--- config.mk ---
export PLATFORM = sky130hd
export DESIGN_NAME = imem_dmem_arbiter_flat
export DESIGN_NICKNAME = d
export VERILOG_FILES = /design/src/rtl/mem_arb_pkg.sv /design/src/rtl/imem_dmem_arbiter_if.sv /design/src/rtl/arb_select.sv /design/src/rtl/imem_dmem_arbiter.sv /design/src/flat_wrapper.sv
export SDC_FILE = /design/constraint.sdc
export NUM_CORES = 1
export LEC_CHECK = 0
export CAP_MARGIN = 20
export CORE_MARGIN = 1.5
export CORE_UTILIZATION = 42
export CTS_BUF_LIST = sky130_fd_sc_hd__clkbuf_4
export CTS_CLUSTER_DIAMETER = 120
export DETAILED_ROUTE_END_ITERATION = 8
export PLACE_DENSITY_LB_ADDON = 0.2
export SYNTH_ARGS = -nofsm -noshare
export SYNTH_HDL_FRONTEND = slang
export SYNTH_HIERARCHICAL = 1
export SYNTH_SLANG_ARGS = --single-unit
--- constraint.sdc ---
create_clock -name clk -period 5.84 [get_ports clk]
set_input_delay 1.168 -clock clk [delete_from_list [all_inputs] [get_ports clk]]
set_output_delay 1.168 -clock clk [all_outputs]
set_load 0.05 [all_outputs]
--- src/rtl/mem_arb_pkg.sv ---
`default_nettype none
// ============================================================================
// Module   : mem_arb_pkg
// Purpose  : Shared constants and types for the IF/DM memory arbiter.
//            State encoding (2 bits) and requester identifiers.
// Revision : 1.0 - initial release
// ============================================================================
package mem_arb_pkg;

    localparam logic [1:0] ST_IDLE    = 2'd0;
    localparam logic [1:0] ST_BUSY_IF = 2'd1;
    localparam logic [1:0] ST_BUSY_DM = 2'd2;
    localparam logic [1:0] ST_DONE    = 2'd3;

    typedef enum logic [1:0] {
        IDLE    = ST_IDLE,
        BUSY_IF = ST_BUSY_IF,
        BUSY_DM = ST_BUSY_DM,
        DONE    = ST_DONE
    } state_t;

    // Requester identifiers, also the encoding of the last-grant register
    localparam logic REQ_IF = 1'b0;
    localparam logic REQ_DM = 1'b1;

endpackage
`default_nettype wire

--- src/rtl/imem_dmem_arbiter_if.sv ---
`default_nettype none
// ============================================================================
// Module   : imem_dmem_arbiter_if
// Purpose  : Bundles the fetch port, data port and shared memory port of the
//            IF/DM arbiter.
//   slave  : arbiter view (pipeline requests and memory responses are inputs)
//   master : environment view (pipeline stages plus memory model)
// Revision : 1.0 - initial release
// ============================================================================
interface imem_dmem_arbiter_if #(
    parameter int ADDR_W = 32,
    parameter int DATA_W = 32
);
    // fetch port
    logic              if_req;
    logic [ADDR_W-1:0] if_addr;
    logic [DATA_W-1:0] if_rdata;
    logic              if_done;
    logic              if_stall;
    // data port
    logic              dm_req;
    logic              dm_we;
    logic [ADDR_W-1:0] dm_addr;
    logic [DATA_W-1:0] dm_wdata;
    logic [DATA_W-1:0] dm_rdata;
    logic              dm_done;
    logic              dm_stall;
    // memory port
    logic              mem_req;
    logic              mem_we;
    logic [ADDR_W-1:0] mem_addr;
    logic [DATA_W-1:0] mem_wdata;
    logic [DATA_W-1:0] mem_rdata;
    logic              mem_ack;

    modport slave (
        input  if_req, if_addr, dm_req, dm_we, dm_addr, dm_wdata, mem_rdata, mem_ack,
        output if_rdata, if_done, if_stall, dm_rdata, dm_done, dm_stall,
               mem_req, mem_we, mem_addr, mem_wdata
    );

    modport master (
        output if_req, if_addr, dm_req, dm_we, dm_addr, dm_wdata, mem_rdata, mem_ack,
        input  if_rdata, if_done, if_stall, dm_rdata, dm_done, dm_stall,
               mem_req, mem_we, mem_addr, mem_wdata
    );

endinterface
`default_nettype wire

--- src/rtl/arb_select.sv ---
`default_nettype none
// ============================================================================
// Module   : arb_select
// Purpose  : Combinational two-way pick between fetch and data requests.
//   Ports  : req_if, req_dm   - raised requests
//            last_grant       - previous winner (REQ_IF / REQ_DM)
//            grant_if/dm      - one-hot (or zero) grant
// Config   : FAIR_ARB_EN defined   -> alternate on contention via last_grant
//            FAIR_ARB_EN undefined -> data request always wins
// Revision : 1.0 - initial release
// ============================================================================
module arb_select
    import mem_arb_pkg::*;
(
    input  logic req_if,
    input  logic req_dm,
    input  logic last_grant,
    output logic grant_if,
    output logic grant_dm
);

`ifdef FAIR_ARB_EN
    always_comb begin
        grant_if = 1'b0;
        grant_dm = 1'b0;
        if (req_if && req_dm) begin
            // Contention: hand the memory to whoever lost last time
            if (last_grant == REQ_IF) begin
                grant_dm = 1'b1;
            end else begin
                grant_if = 1'b1;
            end
        end else begin
            grant_if = req_if;
            grant_dm = req_dm;
        end
    end
`else
    // The memory-stage access belongs to the older instruction, so it wins
    logic w_unused_last_grant;
    assign w_unused_last_grant = last_grant;
    assign grant_dm            = req_dm;
    assign grant_if            = req_if & ~req_dm;
`endif

endmodule
`default_nettype wire

--- src/rtl/imem_dmem_arbiter.sv ---
`default_nettype none
// ============================================================================
// Module   : imem_dmem_arbiter
// Purpose  : Shares one single-port memory between the fetch stage (read
//            only) and the memory stage (read/write). Each access runs
//            IDLE -> BUSY_x -> DONE -> IDLE; memory outputs are registered
//            and held until mem_ack.
//   Ports  : clk, rst (asynchronous, active-high)
//            bus (imem_dmem_arbiter_if.slave) - fetch, data and memory ports
// Config   : FAIR_ARB_EN - alternate grants on contention (adds last_grant)
// Revision : 1.0 - initial release
// ============================================================================
module imem_dmem_arbiter
    import mem_arb_pkg::*;
#(
    parameter int ADDR_W = 32,
    parameter int DATA_W = 32
) (
    input  logic                 clk,
    input  logic                 rst,
    imem_dmem_arbiter_if.slave   bus
);

    state_t              r_state,     w_state_nxt;
    logic                r_mem_req,   w_mem_req_nxt;
    logic                r_mem_we,    w_mem_we_nxt;
    logic [ADDR_W-1:0]   r_mem_addr,  w_mem_addr_nxt;
    logic [DATA_W-1:0]   r_mem_wdata, w_mem_wdata_nxt;
    logic [DATA_W-1:0]   r_if_rdata,  w_if_rdata_nxt;
    logic [DATA_W-1:0]   r_dm_rdata,  w_dm_rdata_nxt;
    logic                r_if_done,   w_if_done_nxt;
    logic                r_dm_done,   w_dm_done_nxt;

    logic                w_grant_if;
    logic                w_grant_dm;
    logic                w_last_grant;

    arb_select u_arb_select (
        .req_if     (bus.if_req),
        .req_dm     (bus.dm_req),
        .last_grant (w_last_grant),
        .grant_if   (w_grant_if),
        .grant_dm   (w_grant_dm)
    );

`ifdef FAIR_ARB_EN
    logic r_last_grant;

    always_ff @(posedge clk or posedge rst) begin
        if (rst) begin
            r_last_grant <= REQ_IF;
        end else if (r_state == IDLE) begin
            if (w_grant_dm) begin
                r_last_grant <= REQ_DM;
            end else if (w_grant_if) begin
                r_last_grant <= REQ_IF;
            end
        end
    end

    assign w_last_grant = r_last_grant;
`else
    assign w_last_grant = REQ_IF;
`endif

    // Next-state and next-output logic
    always_comb begin
        w_state_nxt     = r_state;
        w_mem_req_nxt   = r_mem_req;
        w_mem_we_nxt    = r_mem_we;
        w_mem_addr_nxt  = r_mem_addr;
        w_mem_wdata_nxt = r_mem_wdata;
        w_if_rdata_nxt  = r_if_rdata;
        w_dm_rdata_nxt  = r_dm_rdata;
        w_if_done_nxt   = 1'b0;
        w_dm_done_nxt   = 1'b0;

        case (r_state)
            IDLE: begin
                if (w_grant_dm) begin
                    w_mem_req_nxt   = 1'b1;
                    w_mem_we_nxt    = bus.dm_we;
                    w_mem_addr_nxt  = bus.dm_addr;
                    w_mem_wdata_nxt = bus.dm_wdata;
                    w_state_nxt     = BUSY_DM;
                end else if (w_grant_if) begin
                    w_mem_req_nxt   = 1'b1;
                    w_mem_we_nxt    = 1'b0;
                    w_mem_addr_nxt  = bus.if_addr;
                    w_state_nxt     = BUSY_IF;
                end
            end
            BUSY_IF: begin
                if (bus.mem_ack) begin
                    w_if_rdata_nxt = bus.mem_rdata;
                    w_mem_req_nxt  = 1'b0;
                    w_mem_we_nxt   = 1'b0;
                    w_if_done_nxt  = 1'b1;
                    w_state_nxt    = DONE;
                end
            end
            BUSY_DM: begin
                if (bus.mem_ack) begin
                    // A store completes without disturbing the last load value
                    if (!r_mem_we) begin
                        w_dm_rdata_nxt = bus.mem_rdata;
                    end
                    w_mem_req_nxt = 1'b0;
                    w_mem_we_nxt  = 1'b0;
                    w_dm_done_nxt = 1'b1;
                    w_state_nxt   = DONE;
                end
            end
            // Requests are not sampled here: the requester is updating them
            DONE:    w_state_nxt = IDLE;
            default: w_state_nxt = IDLE;
        endcase
    end

    always_ff @(posedge clk or posedge rst) begin
        if (rst) begin
            r_state     <= IDLE;
            r_mem_req   <= 1'b0;
            r_mem_we    <= 1'b0;
            r_mem_addr  <= '0;
            r_mem_wdata <= '0;
            r_if_rdata  <= '0;
            r_dm_rdata  <= '0;
            r_if_done   <= 1'b0;
            r_dm_done   <= 1'b0;
        end else begin
            r_state     <= w_state_nxt;
            r_mem_req   <= w_mem_req_nxt;
            r_mem_we    <= w_mem_we_nxt;
            r_mem_addr  <= w_mem_addr_nxt;
            r_mem_wdata <= w_mem_wdata_nxt;
            r_if_rdata  <= w_if_rdata_nxt;
            r_dm_rdata  <= w_dm_rdata_nxt;
            r_if_done   <= w_if_done_nxt;
            r_dm_done   <= w_dm_done_nxt;
        end
    end

    assign bus.mem_req   = r_mem_req;
    assign bus.mem_we    = r_mem_we;
    assign bus.mem_addr  = r_mem_addr;
    assign bus.mem_wdata = r_mem_wdata;
    assign bus.if_rdata  = r_if_rdata;
    assign bus.dm_rdata  = r_dm_rdata;
    assign bus.if_done   = r_if_done;
    assign bus.dm_done   = r_dm_done;
    assign bus.if_stall  = bus.if_req & ~r_if_done;
    assign bus.dm_stall  = bus.dm_req & ~r_dm_done;

endmodule
`default_nettype wire
--- src/flat_wrapper.sv ---
// flat-port wrapper written by rule: the top's interface ports become plain ports
module imem_dmem_arbiter_flat import mem_arb_pkg::*;
#(
    parameter int ADDR_W = 32,
    parameter int DATA_W = 32
)
  (clk, rst, bus_if_req, bus_if_addr, bus_dm_req, bus_dm_we, bus_dm_addr, bus_dm_wdata, bus_mem_rdata, bus_mem_ack, bus_if_rdata, bus_if_done, bus_if_stall, bus_dm_rdata, bus_dm_done, bus_dm_stall, bus_mem_req, bus_mem_we, bus_mem_addr, bus_mem_wdata);
  imem_dmem_arbiter_if #(.ADDR_W(ADDR_W), .DATA_W(DATA_W)) bus_i ();
  input  logic clk;
  input  logic rst;
  input wire logic [$bits(bus_i.if_req)-1:0] bus_if_req;
  input wire logic [$bits(bus_i.if_addr)-1:0] bus_if_addr;
  input wire logic [$bits(bus_i.dm_req)-1:0] bus_dm_req;
  input wire logic [$bits(bus_i.dm_we)-1:0] bus_dm_we;
  input wire logic [$bits(bus_i.dm_addr)-1:0] bus_dm_addr;
  input wire logic [$bits(bus_i.dm_wdata)-1:0] bus_dm_wdata;
  input wire logic [$bits(bus_i.mem_rdata)-1:0] bus_mem_rdata;
  input wire logic [$bits(bus_i.mem_ack)-1:0] bus_mem_ack;
  output wire logic [$bits(bus_i.if_rdata)-1:0] bus_if_rdata;
  output wire logic [$bits(bus_i.if_done)-1:0] bus_if_done;
  output wire logic [$bits(bus_i.if_stall)-1:0] bus_if_stall;
  output wire logic [$bits(bus_i.dm_rdata)-1:0] bus_dm_rdata;
  output wire logic [$bits(bus_i.dm_done)-1:0] bus_dm_done;
  output wire logic [$bits(bus_i.dm_stall)-1:0] bus_dm_stall;
  output wire logic [$bits(bus_i.mem_req)-1:0] bus_mem_req;
  output wire logic [$bits(bus_i.mem_we)-1:0] bus_mem_we;
  output wire logic [$bits(bus_i.mem_addr)-1:0] bus_mem_addr;
  output wire logic [$bits(bus_i.mem_wdata)-1:0] bus_mem_wdata;
  assign bus_i.if_req = bus_if_req;
  assign bus_i.if_addr = bus_if_addr;
  assign bus_i.dm_req = bus_dm_req;
  assign bus_i.dm_we = bus_dm_we;
  assign bus_i.dm_addr = bus_dm_addr;
  assign bus_i.dm_wdata = bus_dm_wdata;
  assign bus_i.mem_rdata = bus_mem_rdata;
  assign bus_i.mem_ack = bus_mem_ack;
  assign bus_if_rdata = bus_i.if_rdata;
  assign bus_if_done = bus_i.if_done;
  assign bus_if_stall = bus_i.if_stall;
  assign bus_dm_rdata = bus_i.dm_rdata;
  assign bus_dm_done = bus_i.dm_done;
  assign bus_dm_stall = bus_i.dm_stall;
  assign bus_mem_req = bus_i.mem_req;
  assign bus_mem_we = bus_i.mem_we;
  assign bus_mem_addr = bus_i.mem_addr;
  assign bus_mem_wdata = bus_i.mem_wdata;
  imem_dmem_arbiter #(.ADDR_W(ADDR_W), .DATA_W(DATA_W)) u_core (.clk(clk), .rst(rst), .bus(bus_i));
endmodule
### Word-level counts from Yosys, hierarchy flattened

Index checks and enable logic that the tools add are counted.

| word-level totals | value |
|---|---|
| memories kept | 0 |
| RAM bits | 0 |
| latch bits | 0 |
| output and inout port bits | 134 |
| register bits | 134 |
| input port bits | 134 |
| ROM bits | 0 |

| operators by class | value |
|---|---|
| reduce and logical (&&, ||, !) cells | 10 |
| equal/unequal tests | 5 |
| div/mod/pow operators | 0 |
| $mul | 0 |
| bitwise gates (word level) | 7 |
| shift operators | 0 |
| order comparisons | 0 |
| add/sub/neg operators | 0 |
| mux-type cells | 16 |

Operator list:

| operator | number |
|---|---|
| $mux 32 | 2 |
| $mux 1 | 8 |
| $reduce_and 2->1 | 4 |
| $mux 2 | 3 |
| $pmux 2 s3 | 1 |
| $reduce_and 3->1 | 2 |
| $eq 2x2->1 const B | 2 |
| $not 1->1 | 4 |
| $pmux 1 s2 | 2 |
| $reduce_bool 2->1 | 2 |
| $and 1x1->1 | 3 |
| $ne 3x3->1 const B | 1 |
| $eq 2x1->1 const B | 1 |
| $logic_not 2->1 | 1 |
| $ne 2x1->1 const B | 1 |
| $reduce_or 2->1 | 1 |

### Depth between registers and ports, before layout

| depth | value |
|---|---|
| word-level depth | 5 |
| gate-level depth with buffers | 7 |
| mapped depth without buffers | 5 |

### Hierarchy

The synthesis kept the hierarchy.

By module, submodules not included:

| module | seq. area each (um2) | cells each | area an instance (um2) | instances |
|---|---|---|---|---|
| imem_dmem_arbiter | 3,353.2 | 378 | 5,492.8 | 1 |
| arb_select | 0.0 | 2 | 21.3 | 1 |

### Worst setup path after synthesis

No wires, ideal clock.

| timing | value |
|---|---|
| path kind | input -> output |
| from | input port bus_dm_req |
| to | output port bus_dm_stall |
| arrival time | 1.875 ns |
| cell stages on the path | 1 |
| path slack | 2.797 ns |
| buffers on the path | 0 |
| cells stage by stage | nor2b_1 |

| on the way | value |
|---|---|
| cells in the longest elaborated chain, start to end | 1 |

RTL lines:

| what | RTL line | text |
|---|---|---|
| from (decl) | flat_wrapper.sv:13 | `input wire logic [$bits(bus_i.dm_req)-1:0] bus_dm_req;` |
| $and 1x1->1 | imem_dmem_arbiter.sv:153 | `assign bus.dm_stall = bus.dm_req & ~r_dm_done;` |
| to (decl) | flat_wrapper.sv:24 | `output wire logic [$bits(bus_i.dm_stall)-1:0] bus_dm_stall;` |

No other way between the ends.

### Worst setup path after layout

| timing | value |
|---|---|
| from | input port bus_if_req |
| to | output port bus_if_stall |

| on the way | value |
|---|---|
| cells in the longest elaborated chain, start to end | 1 |

RTL lines:

| what | RTL line | text |
|---|---|---|
| from (decl) | flat_wrapper.sv:11 | `input wire logic [$bits(bus_i.if_req)-1:0] bus_if_req;` |
| $and 1x1->1 | imem_dmem_arbiter.sv:152 | `assign bus.if_stall = bus.if_req & ~r_if_done;` |
| to (decl) | flat_wrapper.sv:21 | `output wire logic [$bits(bus_i.if_stall)-1:0] bus_if_stall;` |

No other way between the ends.

==> metrics.md <==
| Metric | Value |
|---|---|
| Unrepaired setup endpoints after global routing | no |
| Worst reg2reg setup slack | 3810 ps |
| Synthesized net count | 517 |
| Share of the cycle needed by the critical path after routing | 64.62% |
| Area delta synth->final | 55.50% |
| Delay contributed by the slowest stage of the critical path | 810 ps |
| Fraction of layout cells with a size suffix above 1 | 20.24% |
| Startpoint of the worst register-to-register path | u_core/r_state[0] |
| Core footprint | 0.01272 sq mm |
| Rows | 41 |
| Worst Hold Class | reg -> reg |
| DPL Wire Length | 10,640 microns |
| Most crowded layer after global routing | met2 |
| Summed negative setup slack over all endpoints | 0 ps |
| Global-route wire length before repair | 22,930 microns |
| Total of fill cells in the finished design | 1,000 |
| Largest delay share family, worst path | buffers and inverters |
| Average vias per placed instance | 4.791 |
| Global routing met1 resource utilization | 24.43% |
| Final std cell area, no fill | around 0.0086 sq mm |
| Via Count | 3,996 |
| CP endpoint kind | output pin |
| Cell seen most often among critical-path stages | clkdlybuf4s50_1 |
| Average instance area after synthesis | 14.54 sq um |
| First element of the critical path | bus_if_req |
| Data required time of the critical path | 4670 ps |
| Hold Fails Final Rpt | 0 |
| Critical path class | in -> out |
| Slew at the pin with the worst max-slew slack | 952.5 ps |
| Number of pins with negative max-slew slack in the final report | 0 |
| Static leakage | 3.833 nW |
| Commonest cells after routing, fill and taps aside | clkdlybuf4s50_1, dfrtp_1, mux2_2 |
| Weighted congestion at the end of routability-driven global placement | 0.7509 |
| Number of hold buffers added after cts | 0 |
| Number of antenna cells inserted | 0 |
| Most common library cell in the layout ignoring fill and taps | clkdlybuf4s50_1 |
| Final number of setup-violating endpoints | 0 |
| Depth of the CTS H-tree | 4 |
| Post-detailed-placement cell area | between 0.008 and 0.009 sq mm |
| Worst path bufs/invs | 2 |
| Cell count of the worst reg-to-reg path | 4 |
| Combined global-route utilization of all metal layers | 21.57% |
| Relative slew margins | 36.50% |
| Synth Warn # | 6 |
| Wire length reported by the detailed router | 14,070 microns |
| Via count of the first global-routing pass | between 4k and 5k |
| GR met2 Demand/Resource | 36.03% |
| Startpoint type of the worst setup path | input pin |
| Top fanout value on the critical path | 2 |
| Min cycle time layout | 3774 ps |
| I/O Buffers | 267 |
| Worst voltage drop across the vdd grid | between 200 and 300 uV |
| Worst-path cell chain | clkdlybuf4s50_1, nor2b_1, clkdlybuf4s50_1 |
| GRT overflow | 0 |
| Number of instances in the synthesized netlist | 379 |
| Post-CTS clock slew at the launch and capture registers of the worst setup and hold paths | around 100 ps |
| Number of DRC violations after detailed-routing iteration 0 | 168 |
| Clock tree from TritonCTS | done |
| Number of detailed-routing iterations run before antenna repair | 5 |
| Maxcap violations | 0 |
| Die span in x | 117.5 microns |
| Clock latency of the later-clocked register in the worst-skew pair | 520 ps |
| Total Nets Final | 787 |
| Power Dens Cells | 672.0 mW/mm^2 |
| Maximum clock frequency | approximately 270 MHz |
| Starting density of the core | 43.31% |
| # Post-CTS Setup Buffers | 0 |
| Data arrival time of the worst path | approximately 2600 ps |
| Largest net degree at the start of global routing | 77 |
| Total CTS buffers | 17 |
| Post-synthesis instance area | about 0.0055 sq mm |
| Number of clock sinks seen by CTS | 134 |
| Clk Tree Root Cell | clkbuf_4 |
| DRC viols | 0 |
| Io pins | 268 |
| Max stage delay cell, worst path | clkdlybuf4s50_1 |
| Resize count post-CTS | 0 |
| Number of cells on the critical path | 3 |
| Routed wire per std cell | 16.87 microns |
| Die area | between 0.01 and 0.015 sq mm |
| Setup Skew | 15.64 ps |
| Floorplan die height | 117.5 microns |
| Number of antenna violations at the first check in global routing | 0 |
| Status | finished, final reports clean |
| Endpoint of the worst setup timing path | bus_if_stall |
| Number of buffers between clock root and the deepest sink | 2 |
| ANT nets after route | 0 |
| Met3 routing resource usage after global routing | 8.382% |
| R2R Path End | u_core/bus.mem_wdata[0] |
## layer usage
metal,vias up,part of all wire (%)
met2,181,50
li1,1858,-
met1,1926,39
met4,0,3.2
met5,-,0
met3,31,7.9
## layout make-up
type	instances	area [sq um]	area share [%]
flip-flops and latches	134	3353	39.14
repair buffers	273	2725	31.80
multi-input cells	218	2011	23.47
well taps	172	215.2	2.512
clock buffers	25	187.7	2.190
clock inverters	7	55.05	0.6425
inverters	5	21.27	0.2482
## report_power, final
part           internal, W  leakage [nW]  total, W  switching, W
clock             0.000243         0.143  0.000547      0.000304
sequential         0.00139          1.61   0.00164      0.000249
combinational      0.00133          2.08   0.00357       0.00224
## through the flow
step	setup slack, ps	std cells	power (W)	utilization (%)	hold WS (ps)
2_1_floorplan	1089	379	0.004010	-	546.4
5_1_grt	2026	834	0.006025	67.35	519.6
3_3_place_gp	2089	801	0.005168	65.28	462.7
6_report	2066	834	0.005758	67.35	493.6
3_5_place_dp	2077	802	0.005248	65.44	474.9
4_1_cts	2073	834	0.005811	67.35	499.9
## sequential cells by signal, indices dropped and copies added (netlist names)
register / count
u_core/bus.dm_done: 1
u_core/bus.dm_rdata: 32
u_core/bus.if_done: 1
u_core/bus.if_rdata: 32
u_core/bus.mem_addr: 32
u_core/bus.mem_req: 1
u_core/bus.mem_wdata: 32
u_core/bus.mem_we: 1
u_core/r_state: 2
## worst min-delay path by stage
stage                                        from                 endpoint  slack, ps  depth (start not counted)
after floorplan                 u_core/r_state[1]        u_core/r_state[1]        550                          2
after global placement     u_core/bus.mem_addr[5]   u_core/bus.mem_addr[5]        460                          2
after detailed placement  u_core/bus.mem_addr[17]  u_core/bus.mem_addr[17]        470                          2
after CTS                 u_core/bus.mem_addr[15]  u_core/bus.mem_addr[15]        500                          2
after global routing      u_core/bus.mem_addr[15]  u_core/bus.mem_addr[15]        520                          2
final                     u_core/bus.mem_addr[15]  u_core/bus.mem_addr[15]        490                          2
## worst register-to-register path: stages (launching register included)
cell     delay [ps]
dfrtp_1         400
inv_1           130
ha_1            350
nand2_2         500
mux2_1          530
(Power assumes the default switching activity.)
